[src/rtl/hdlc_chk_pkg.sv]
// ============================================================================
//  Module      : hdlc_chk_pkg
//  Description : Shared types and constants for the HDLC Rx protocol checker.
//                Check identifiers index the ErrPulse / ErrSticky / ErrCnt
//                vectors of hdlc_rx_checker.
//  Revision    : 1.0 - initial release
// ============================================================================
`default_nettype none

package hdlc_chk_pkg;

    typedef enum logic [1:0] {
        CHK_FLAG  = 2'd0,
        CHK_ABORT = 2'd1,
        CHK_IDLE  = 2'd2
    } chk_id_e;

    localparam int         NUM_CHK      = 3;
    localparam logic [7:0] FLAG_PATTERN = 8'h7E;

endpackage

`default_nettype wire

[src/rtl/hdlc_chk_satcnt.sv]
// ============================================================================
//  Module      : hdlc_chk_satcnt
//  Description : Saturating error counter with sticky bit. Clear has priority
//                over increment; the counter stops at all-ones without wrap.
//  Ports       : clk    - clock
//                rst_n  - asynchronous active-low reset
//                clr    - synchronous clear of counter and sticky bit
//                inc    - count one event
//                cnt    - counter value (CNT_W bits)
//                sticky - set by any counted event, cleared by clr/reset
//  Revision    : 1.0 - initial release
// ============================================================================
`default_nettype none

module hdlc_chk_satcnt
    import hdlc_chk_pkg::*;
#(
    parameter int CNT_W = 16
) (
    input  logic             clk,
    input  logic             rst_n,
    input  logic             clr,
    input  logic             inc,
    output logic [CNT_W-1:0] cnt,
    output logic             sticky
);

    localparam logic [CNT_W-1:0] CNT_MAX = '1;

    always_ff @(posedge clk or negedge rst_n) begin
        if (!rst_n) begin
            cnt    <= '0;
            sticky <= 1'b0;
        end else if (clr) begin
            cnt    <= '0;
            sticky <= 1'b0;
        end else if (inc) begin
            sticky <= 1'b1;
            if (cnt != CNT_MAX) begin
                cnt <= cnt + CNT_W'(1);
            end
        end
    end

endmodule

`default_nettype wire

[config.mk]
export PLATFORM = sky130hd
export DESIGN_NAME = hdlc_chk_satcnt
export DESIGN_NICKNAME = d
export VERILOG_FILES = /design/src/rtl/hdlc_chk_pkg.sv /design/src/rtl/hdlc_chk_satcnt.sv
export SDC_FILE = /design/constraint.sdc
export NUM_CORES = 1
export LEC_CHECK = 0
export ABC_CLOCK_PERIOD_IN_PS = 1700
export CORE_UTILIZATION = 30
export CTS_CLUSTER_DIAMETER = 200
export DETAILED_ROUTE_END_ITERATION = 12
export DONT_BUFFER_PORTS = 1
export GPL_ROUTABILITY_DRIVEN = 0
export GPL_TIMING_DRIVEN = 1
export SLEW_MARGIN = 25
export SYNTH_ARGS = -nofsm -noshare
export SYNTH_HDL_FRONTEND = slang
export SYNTH_SLANG_ARGS = --single-unit
[constraint.sdc]
create_clock -name clk -period 1.7 [get_ports clk]
set_input_delay 0 -clock clk [delete_from_list [all_inputs] [get_ports clk]]
set_output_delay 0 -clock clk [all_outputs]
set_load 0.02 [all_outputs]
==> reports/results.ini, run 1 <==
[global_route]
antenna_found_initial = 0
gr-usage-all-layers_pct = 16.58
grt_max_degree = 23
overflow = 0
grt_pass1_vias = 960
grt_pass1_wl_mm = 4.271

[worst_setup_path]
setup.worst_path.start_class = flop
max_stage_delay_ns = 0.41
crit_arrival_ns = 1.83
cp_cell_sequence = nand4_4 > or3_4 > nor4b_2 > mux2_1
worstPathMaxFanout = 5
end_kind = flop
cpLargestDelayFamily = simple AND/OR/NAND/NOR gates
required_ns = 1.88
critPathSlowestCell = or3_4
worst-path-buf-inv = 0
worstSetupPathType = flop to flop

[pwr]
ir_worst_vdd_uv = 289.5
p_leak_nw = 0.5161
pwr_density_cell_nw_per_um2 = 530.5

[final_layout]
multi_input_area_um2 = 576.8
syn_to_final_growth_pct = 38.92
drive_above_1_share_pct = 43.41
layout.nets = 135
regArea_um2 = 436.7
fin_area_um2 = 1318
num-fill-cells = 304
num_antenna_cells = 0

[clocking]
cts_max_path_buffers = 2
cts_tree = built
insertion_delay_ns = 0.30
cts_max_level = 1
cts_buffers = 3
cts.clk_slew.worst_paths_ns = 0.10
cts.sinks = 17
ctsRootBufferMaster = clkbuf_4

[sta]
finalSetupViolations = 0
hold_slack_ns = 0.005996
max_freq_mhz = 604.7
hold_viol_final = 0
worst_clock_skew_ns = 0.007426
maxSlewViolCount = 0
finalCritPeriodShare_pct = 97.27
slew_headroom_pct = 41.78
max_slew.worst_pin.slew_ns = 0.8705
layout_min_cycle_time_ns = 1.654

[yosys]
yosys_warnings = 0
synthTopCellsByCount = dfrtp_1, a21oi_1, nor2_1, nand3_1
synthFlopType = dfrtp_1
yosysMostFrequentCell = dfrtp_1
synth.top_cell.area_share_pct = 44.85
synth.largest_area_cell = dfrtp_1
syn_area_per_cell_um2 = 9.390
syn-num-nets = 106
synth-seq-cells = 17
netlist_instances = 101
syn-cell-area_um2 = 948.4
synth-edff-count = 0
synthDistinctLibCells = 26
async_reset_ff_share_pct = 100.0
yosysSeqAreaShare_pct = 44.85
synth_area_leaders = dfrtp_1, a21oi_1, nor2_1

[routing]
met3WireLength_um = 120
wl_met2_mm = 1.279
drt_wl_total_mm = 2.437
via_count = 899
dr.first_iter.drc_count = 22
routedWlPerCell_um = 14.09
drc = 0
antenna_left = 0
first_pass_iters = 4
top_layer = met4
wl_met1_mm = 1.017
vias_per_cell = 5.197

[floorplanning]
die_x_um = 58.23
fp.dieArea_um2 = 3390
start_util_pct = 31.32
core_um2 = 3028
die_height_um = 58.23
ios = 21
row_count = 20

[flow_run]
max_cap_viol_count = 0

[outcome]
status = completed

[worst_hold_path]
min-delay-path-class = input port to flop

[place]
io_buffers = 0
hpwl_mm = 1.780
placedInstanceArea_um2 = 1196

where the power goes:
part	leakage [nW]	total [W]	internal [W]	switching, W
clock network	0.0177	0.000219	0.0000876	0.000131
logic	0.279	0.0000614	0.0000245	0.0000369
registers	0.220	0.000419	0.000410	0.00000852
total	0.516	0.000699	0.000522	0.000177
cell usage in the layout, fill, tap and decap left out, types with 2 or more instances in the layout:
| cell | synthesis | layout |
|---|---|---|
| a21oi_1 | 10 | 7 |
| a21oi_2 | 0 | 3 |
| buf_4 | 0 | 25 |
| clkbuf_4 | 0 | 3 |
| dfrtp_1 | 17 | 8 |
| dfrtp_2 | 0 | 9 |
| dlygate4sd3_1 | 0 | 3 |
| mux2_2 | 3 | 3 |
| nand2_1 | 5 | 5 |
| nand2b_1 | 3 | 3 |
| nand3_1 | 6 | 4 |
| nand3_2 | 0 | 2 |
| nand4_1 | 3 | 3 |
| nand4_4 | 0 | 2 |
| nor2_1 | 10 | 10 |
| nor2b_1 | 5 | 4 |
| nor3_1 | 4 | 4 |
| nor4_1 | 3 | 3 |
| o21ai_0 | 3 | 3 |
| o31ai_1 | 5 | 5 |
| or3_1 | 5 | 4 |
| or4_1 | 5 | 3 |
| or4_4 | 0 | 2 |
final timing paths:
check	from	to	slack, ns	cells past startpoint
min in group asynchronous	rst_n	cnt[4]	0.22	1
min	inc	cnt[1]	0.006	2
min reg2reg	cnt[6]	cnt[6]	0.62	2
max reg2reg	cnt[9]	cnt[13]	0.05	4
max in group asynchronous	rst_n	cnt[6]	0.94	1
max	cnt[9]	cnt[13]	0.05	4
flip-flops by register name (all words and copies together), names as in the netlist:
name	flops
cnt	16
sticky	1
cells by family (layout without fill, tap and decap cells):
family | count (synthesis) | count (layout) | share of synthesized area [%]
AOI/OAI and AO/OA | 19 | 19 | 11.74
muxes | 5 | 5 | 5.804
DFF | 17 | 17 | 44.86
adders and majority gates | 1 | 1 | 1.319
buffers and inverters | 5 | 33 | 2.110
and+or+nand+nor | 54 | 54 | 34.17
area by class of cell:
type	count	area share (%)
Clock buffer	3	1.709
Clock inverter	1	0.3799
Inverter	1	0.2849
Multi-Input combinational cell	79	43.78
Sequential cell	17	33.14
Tap cell	44	4.179
Timing Repair Buffer	28	16.52
stage by stage:
step | total power [W] | worst slack [ns] | setup TNS, ns | utilization (%) | std cells
finish | 0.0006990 | 0.04634 | 0 | 43.51 | 173
global route | 0.0007323 | -0.0005989 | -0.0005989 | 43.51 | 173
CTS | 0.0006999 | 0.001652 | 0 | 41.40 | 172
detailed placement | 0.0004594 | 0.02811 | 0 | 39.50 | 165
global placement | 0.0004565 | 0.02906 | 0 | 39.50 | 165
floorplan | 0.0004523 | -0.09005 | -0.2000 | - | 101
per-layer routing:
| metal | up-vias | GRT usage (%) |
|---|---|---|
| li1 | 440 | - |
| met1 | 439 | 18.45 |
| met2 | 16 | 30.54 |
| met3 | 4 | 6.027 |
| met4 | 0 | 2.721 |
| met5 | - | 0 |
what timing repair did:
action | in CTS | in global routing
setup endpoints to repair | 0 | 9
setup buffers | 0 | 1
gates resized for setup | 0 | 12
hold endpoints to repair | 34 | 0
hold buffers | 3 | 0
No activity file was read; power rests on OpenSTA's default activity.
==> inputs of run 2 (changes only) <==
--- a/config.mk
+++ b/config.mk
@@ -6,7 +6,7 @@
 export NUM_CORES = 1
 export LEC_CHECK = 0
 export ABC_CLOCK_PERIOD_IN_PS = 1700
-export CORE_UTILIZATION = 30
+export CORE_UTILIZATION = 38
 export CTS_CLUSTER_DIAMETER = 200
 export DETAILED_ROUTE_END_ITERATION = 12
 export DONT_BUFFER_PORTS = 1
==> run 2 against run 1 <==
Net effect:
- via count increased by 6.3%
- core utilization increased by 15 points
- non-clock buffer count up 3
- final cell count decreased by 7.5%
==> reports/results.ini, run 2 (synthesis results as in run 1) <==
[final_layout]
num_antenna_cells = 0  ; unchanged
top_register = cnt  ; unchanged
drive_above_1_share_pct = 40.15  ; was 43.41%
reg_top3 = cnt x16, sticky x1  ; unchanged
layout_commonest_cell = buf_4  ; unchanged
layout_common_cells = buf_4, nor2_1, dfrtp_2, dfrtp_1, a21oi_1  ; unchanged
fin_area_um2 = 1336  ; was 1318 um^2
layout.nets = 138  ; was 135
largest_register_ffs = 16  ; unchanged
syn_to_final_growth_pct = 40.90  ; was 38.92%

[sta]
max_slew.worst_pin.slew_ns = 0.7928  ; was 0.8705 ns
hold_viol_final = 0  ; unchanged
worst_clock_skew_ns = 0.009745  ; was 0.007426 ns
finalCritPeriodShare_pct = 99.27  ; was 97.27%
maxSlewViolCount = 0  ; unchanged
slew_headroom_pct = 46.97  ; was 41.78%
finalSetupViolations = 0  ; unchanged
layout_min_cycle_time_ns = 1.688  ; was 1.654 ns
rsz0062_at_grt = true
max_freq_mhz = 592.5  ; was 604.7 MHz

[worst_setup_path]
worstSetupPathType = flop to flop  ; unchanged
crit_end = cnt[5]  ; was cnt[13]
setup.worst_path.start_class = flop  ; unchanged
r2r_end = cnt[5]  ; was cnt[13]
crit_arrival_ns = 1.92  ; was 1.83 ns
worstPathMaxFanout = 5  ; unchanged
r2r_setup_slack_ns = 0.01  ; was 0.05 ns
reg2regPathDepth = 6  ; was 4
end_kind = flop  ; unchanged
r2r_start = cnt[1]  ; was cnt[9]
required_ns = 1.94  ; was 1.88 ns
critPathLaunch = cnt[1]  ; was cnt[9]

[pwr]
total_power_w = 0.0007227  ; was 0.0006990 W
ir_worst_vdd_uv = 378.9  ; was 289.5 uV
pwr_density_cell_nw_per_um2 = 540.8  ; was 530.5 nW/um^2
p_leak_nw = 0.5414  ; was 0.5161 nW

[clocking]
insertion_delay_ns = 0.31  ; was 0.30 ns
cts_max_level = 1  ; unchanged
ctsRootBufferMaster = clkbuf_4  ; unchanged
cts.sinks = 17  ; unchanged
cts_max_path_buffers = 2  ; unchanged
cts_buffers = 3  ; unchanged
cts.clk_slew.worst_paths_ns = 0.12  ; was 0.10 ns
cts_tree = built  ; unchanged

[floorplanning]
start_util_pct = 41.67  ; was 31.32%
fp.dieArea_um2 = 2700  ; was 3390 um^2
die_height_um = 51.96  ; was 58.23 um
core_um2 = 2276  ; was 3028 um^2
row_count = 17  ; was 20
ios = 21  ; unchanged
die_x_um = 51.96  ; was 58.23 um

[global_route]
grt_pass1_wl_mm = 4.333  ; was 4.271 mm
overflow = 0  ; unchanged
gr-usage-all-layers_pct = 22.16  ; was 16.58%
grt_pass1_vias = 969  ; was 960
antenna_found_initial = 0  ; unchanged
grt_max_degree = 20  ; was 23

[routing]
vias_per_cell = 5.975  ; was 5.197
first_pass_iters = 4  ; unchanged
dr.first_iter.drc_count = 6  ; was 22
routedWlPerCell_um = 16.78  ; was 14.09 um
antenna_left = 0  ; unchanged
drt_wl_total_mm = 2.684  ; was 2.437 mm
drc = 0  ; unchanged
via_count = 956  ; was 899

[place]
placedInstanceArea_um2 = 1169  ; was 1196 um^2
io_buffers = 0  ; unchanged
hpwl_mm = 1.718  ; was 1.780 mm

[outcome]
status = completed  ; unchanged

[flow_run]
max_cap_viol_count = 0  ; unchanged

[worst_hold_path]
min-delay-path-class = input port to flop  ; unchanged
worstHoldStart = inc  ; unchanged

run 2: final cells by class:
class                           instances  area [um^2]
Clock buffer                            3        22.52
Clock inverter                          1        7.507
Fill cell                             210        939.7
Inverter                                1        3.754
Multi-Input combinational cell         79        583.1
Sequential cell                        17        436.7
Tap cell                               28        35.03
Timing Repair Buffer                   31        247.7
run 2: worst max-delay path: stages (launching register included):
cell and delay [ns]:
dfrtp_1 0.43, ha_4 0.18, nand3_1 0.13, nor4_4 0.06
buf_4 0.17, or4_4 0.48, a21oi_2 0.16
run 2: metal layers:
metal	share of wire, %	up-vias	global-route usage, %
met5	0	-	0
met4	1.7	0	9.459
met3	4.3	5	4.971
met2	52	31	38.68
met1	41	479	25.64
li1	-	441	-
run 2: how the worst min path moves through the flow:
stage | end | slack, ns | depth (start not counted)
floorplan | cnt[0] | -0.30 | 0
global placement | cnt[12] | -0.30 | 0
detailed placement | cnt[12] | -0.30 | 0
CTS | cnt[3] | 0.11 | 4
global route | cnt[6] | 0.04 | 3
finish | cnt[6] | 0.03 | 3
run 2: repair_timing:
action	4_1_cts	5_1_grt
resized for setup	1	10
pin swaps	0	0
endpoints found under the hold margin	34	0
hold buffers	6	0
endpoints found under the setup margin	1	10
buffers inserted	0	2
run 2: power breakdown:
| part | switching, W | leakage (nW) | internal (W) |
|---|---|---|---|
| Sequential | 0.00000786 | 0.220 | 0.000410 |
| Clock | 0.000151 | 0.0139 | 0.0000899 |
| Combinational | 0.0000352 | 0.308 | 0.0000286 |
run 2: metrics by stage:
step                hold WS [ns]  TNS (ns)  util, %  instances  setup slack [ns]
floorplan                -0.2956   -0.2000        -        101          -0.09005
global placement         -0.2952         0    51.35        148           0.03661
detailed placement       -0.2951         0    51.35        148           0.04305
CTS                       0.1133         0    55.42        158         0.0009683
global route             0.04260  -0.05327    58.71        160          -0.03072
finish                   0.02642         0    58.71        160           0.01233
==> inputs of run 3 (changes only) <==
--- a/config.mk
+++ b/config.mk
@@ -7,7 +7,7 @@
 export LEC_CHECK = 0
 export ABC_CLOCK_PERIOD_IN_PS = 1700
 export CORE_UTILIZATION = 38
-export CTS_CLUSTER_DIAMETER = 200
+export CTS_BUF_LIST = sky130_fd_sc_hd__clkbuf_16
 export DETAILED_ROUTE_END_ITERATION = 12
 export DONT_BUFFER_PORTS = 1
 export GPL_ROUTABILITY_DRIVEN = 0
==> run 3 against run 2 <==
Net effect:
- first-iteration DRC count up 120%
- clock power up 100%
- sequential power barely moved
- final cell count down 2.5%
- critical path depth fell by 1
- sequential share of layout area fell by 0.061 points
- maximum frequency grew 1.8%
- core utilization rose by 0.11 points
- setup slack better by 0.029 ns
- final area rose by 0.19%
- critical path type unchanged
- largest power group is now the clock network
- highest routed layer unchanged
==> reports/results.ini, run 3 (synthesis results as in run 1) <==
[clocking]
cts.clk_slew.worst_paths_ns = 0.06  ; was 0.12 ns
cts_tree = built  ; unchanged
cts_max_path_buffers = 2  ; unchanged
ctsRootBufferMaster = clkbuf_16  ; was clkbuf_4
cts_buffers = 3  ; unchanged
cts_max_level = 1  ; unchanged
insertion_delay_ns = 0.25  ; was 0.31 ns
cts.sinks = 17  ; unchanged

[worst_setup_path]
crit_arrival_ns = 1.76  ; was 1.92 ns
required_ns = 1.80  ; was 1.94 ns
end_kind = flop  ; unchanged
setup.worst_path.start_class = flop  ; unchanged
worstPathMaxFanout = 5  ; unchanged
worstSetupPathType = flop to flop  ; unchanged

[worst_hold_path]
min-delay-path-class = input port to flop  ; unchanged

[floorplanning]
die_height_um = 51.96  ; unchanged
core_um2 = 2276  ; unchanged
die_x_um = 51.96  ; unchanged
ios = 21  ; unchanged
row_count = 17  ; unchanged
fp.dieArea_um2 = 2700  ; unchanged
start_util_pct = 41.67  ; unchanged

[place]
placedInstanceArea_um2 = 1169  ; unchanged
post-place-ws_ns = 0.04305  ; unchanged
io_buffers = 0  ; unchanged
hpwl_mm = 1.718  ; unchanged

[pwr]
ir_worst_vdd_uv = 456.2  ; was 378.9 uV
pwr_density_cell_nw_per_um2 = 716.6  ; was 540.8 nW/um^2
p_leak_nw = 0.5286  ; was 0.5414 nW

[routing]
via_count = 915  ; was 956
wl_met2_mm = 1.367  ; was 1.408 mm
wl_met1_mm = 1.073  ; was 1.112 mm
drt_wl_total_mm = 2.579  ; was 2.684 mm
vias_per_cell = 5.865  ; was 5.975
antenna_left = 0  ; unchanged
met3WireLength_um = 103  ; was 116 um
drc = 0  ; unchanged
top_layer = met4  ; unchanged
first_pass_iters = 5  ; was 4
routedWlPerCell_um = 16.53  ; was 16.78 um
dr.first_iter.drc_count = 13  ; was 6

[final_layout]
largest_register_ffs = 16  ; unchanged
layout_common_cells = buf_4, nor2_1, dfrtp_2, a21oi_1, dfrtp_1  ; was buf_4, nor2_1, dfrtp_2, dfrtp_1, a21oi_1
layout.nets = 134  ; was 138
drive_above_1_share_pct = 39.84  ; was 40.15%
fin_area_um2 = 1339  ; was 1336 um^2
reg_top3 = cnt x16, sticky x1  ; unchanged
syn_to_final_growth_pct = 41.16  ; was 40.90%
top_register = cnt  ; unchanged
layout_commonest_cell = buf_4  ; unchanged
num_antenna_cells = 0  ; unchanged

[sta]
max_slew.worst_pin.slew_ns = 0.8314  ; was 0.7928 ns
maxSlewViolCount = 0  ; unchanged
slew_headroom_pct = 44.39  ; was 46.97%
layout_min_cycle_time_ns = 1.658  ; was 1.688 ns
hold_viol_final = 0  ; unchanged
rsz0062_at_grt = true  ; unchanged
finalCritPeriodShare_pct = 97.54  ; was 99.27%
worst_clock_skew_ns = 0.004970  ; was 0.009745 ns
max_freq_mhz = 603.1  ; was 592.5 MHz
hold_slack_ns = 0.001614  ; was 0.02642 ns
fin_ws_ns = 0.04178  ; was 0.01233 ns
finalSetupViolations = 0  ; unchanged

[global_route]
gr-usage-all-layers_pct = 21.36  ; was 22.16%
antenna_found_initial = 0  ; unchanged
grt_pass1_vias = 941  ; was 969
grt_max_degree = 19  ; was 20
grt_pass1_wl_mm = 4.174  ; was 4.333 mm
overflow = 0  ; unchanged

[outcome]
status = completed  ; unchanged

[flow_run]
max_cap_viol_count = 0  ; unchanged

[run 3: path summary, 6_finish.rpt]
path	from	end	slack, ns	depth (start not counted)
setup / recovery	cnt[11]	cnt[15]	0.04	5
hold / removal	clr	cnt[0]	0.002	2
setup reg to reg	cnt[11]	cnt[15]	0.04	5
hold reg to reg	cnt[6]	cnt[6]	0.62	2
max in group asynchronous	rst_n	cnt[10]	0.83	1
min in group asynchronous	rst_n	cnt[12]	0.29	1
[run 3: per-stage QoR]
step,power [W],cells,util [%],TNS [ns]
2_1_floorplan,0.0004523,101,-,-0.2000
3_3_place_gp,0.0004575,148,51.35,0
3_5_place_dp,0.0004593,148,51.35,0
4_1_cts,0.0009729,155,56.29,0
5_1_grt,0.0009994,156,58.82,-0.02832
6_report,0.0009594,156,58.82,0
[run 3: what timing repair did]
| item | 4_1_cts | 5_1_grt |
|---|---|---|
| hold endpoints to repair | 33 | 0 |
| resized for setup | 0 | 9 |
| setup endpoints to repair | 0 | 8 |
| hold buffers | 3 | 0 |
| buffers inserted | 0 | 1 |
[run 3: routing by layer]
layer / vias to the layer above / track usage, %
li1: 438 / -
met2: 22 / 36.32
met5: - / 0
met1: 451 / 25.27
met3: 4 / 4.971
met4: 0 / 9.459
[run 3: critical path: stages, from the launching register on]
cell,delay (ns)
dfrtp_2,0.39
nand4_4,0.10
or3_4,0.42
buf_4,0.17
o41ai_2,0.34
a21oi_2,0.09
[run 3: cell type report]
cell class              count  area [um^2]
repair buffers             27        210.2
multi-input cells          79        570.5
clock buffers               3        75.07
flip-flops and latches     17        436.7
inverters                   1        3.754
well taps                  28        35.03
fillers                   201        937.1
clock inverters             1        7.507
[run 3: power breakdown]
part	internal (W)	switching (W)
clock network	0.000318	0.000166
registers	0.000411	0.00000806
logic	0.0000229	0.0000338
total	0.000752	0.000208
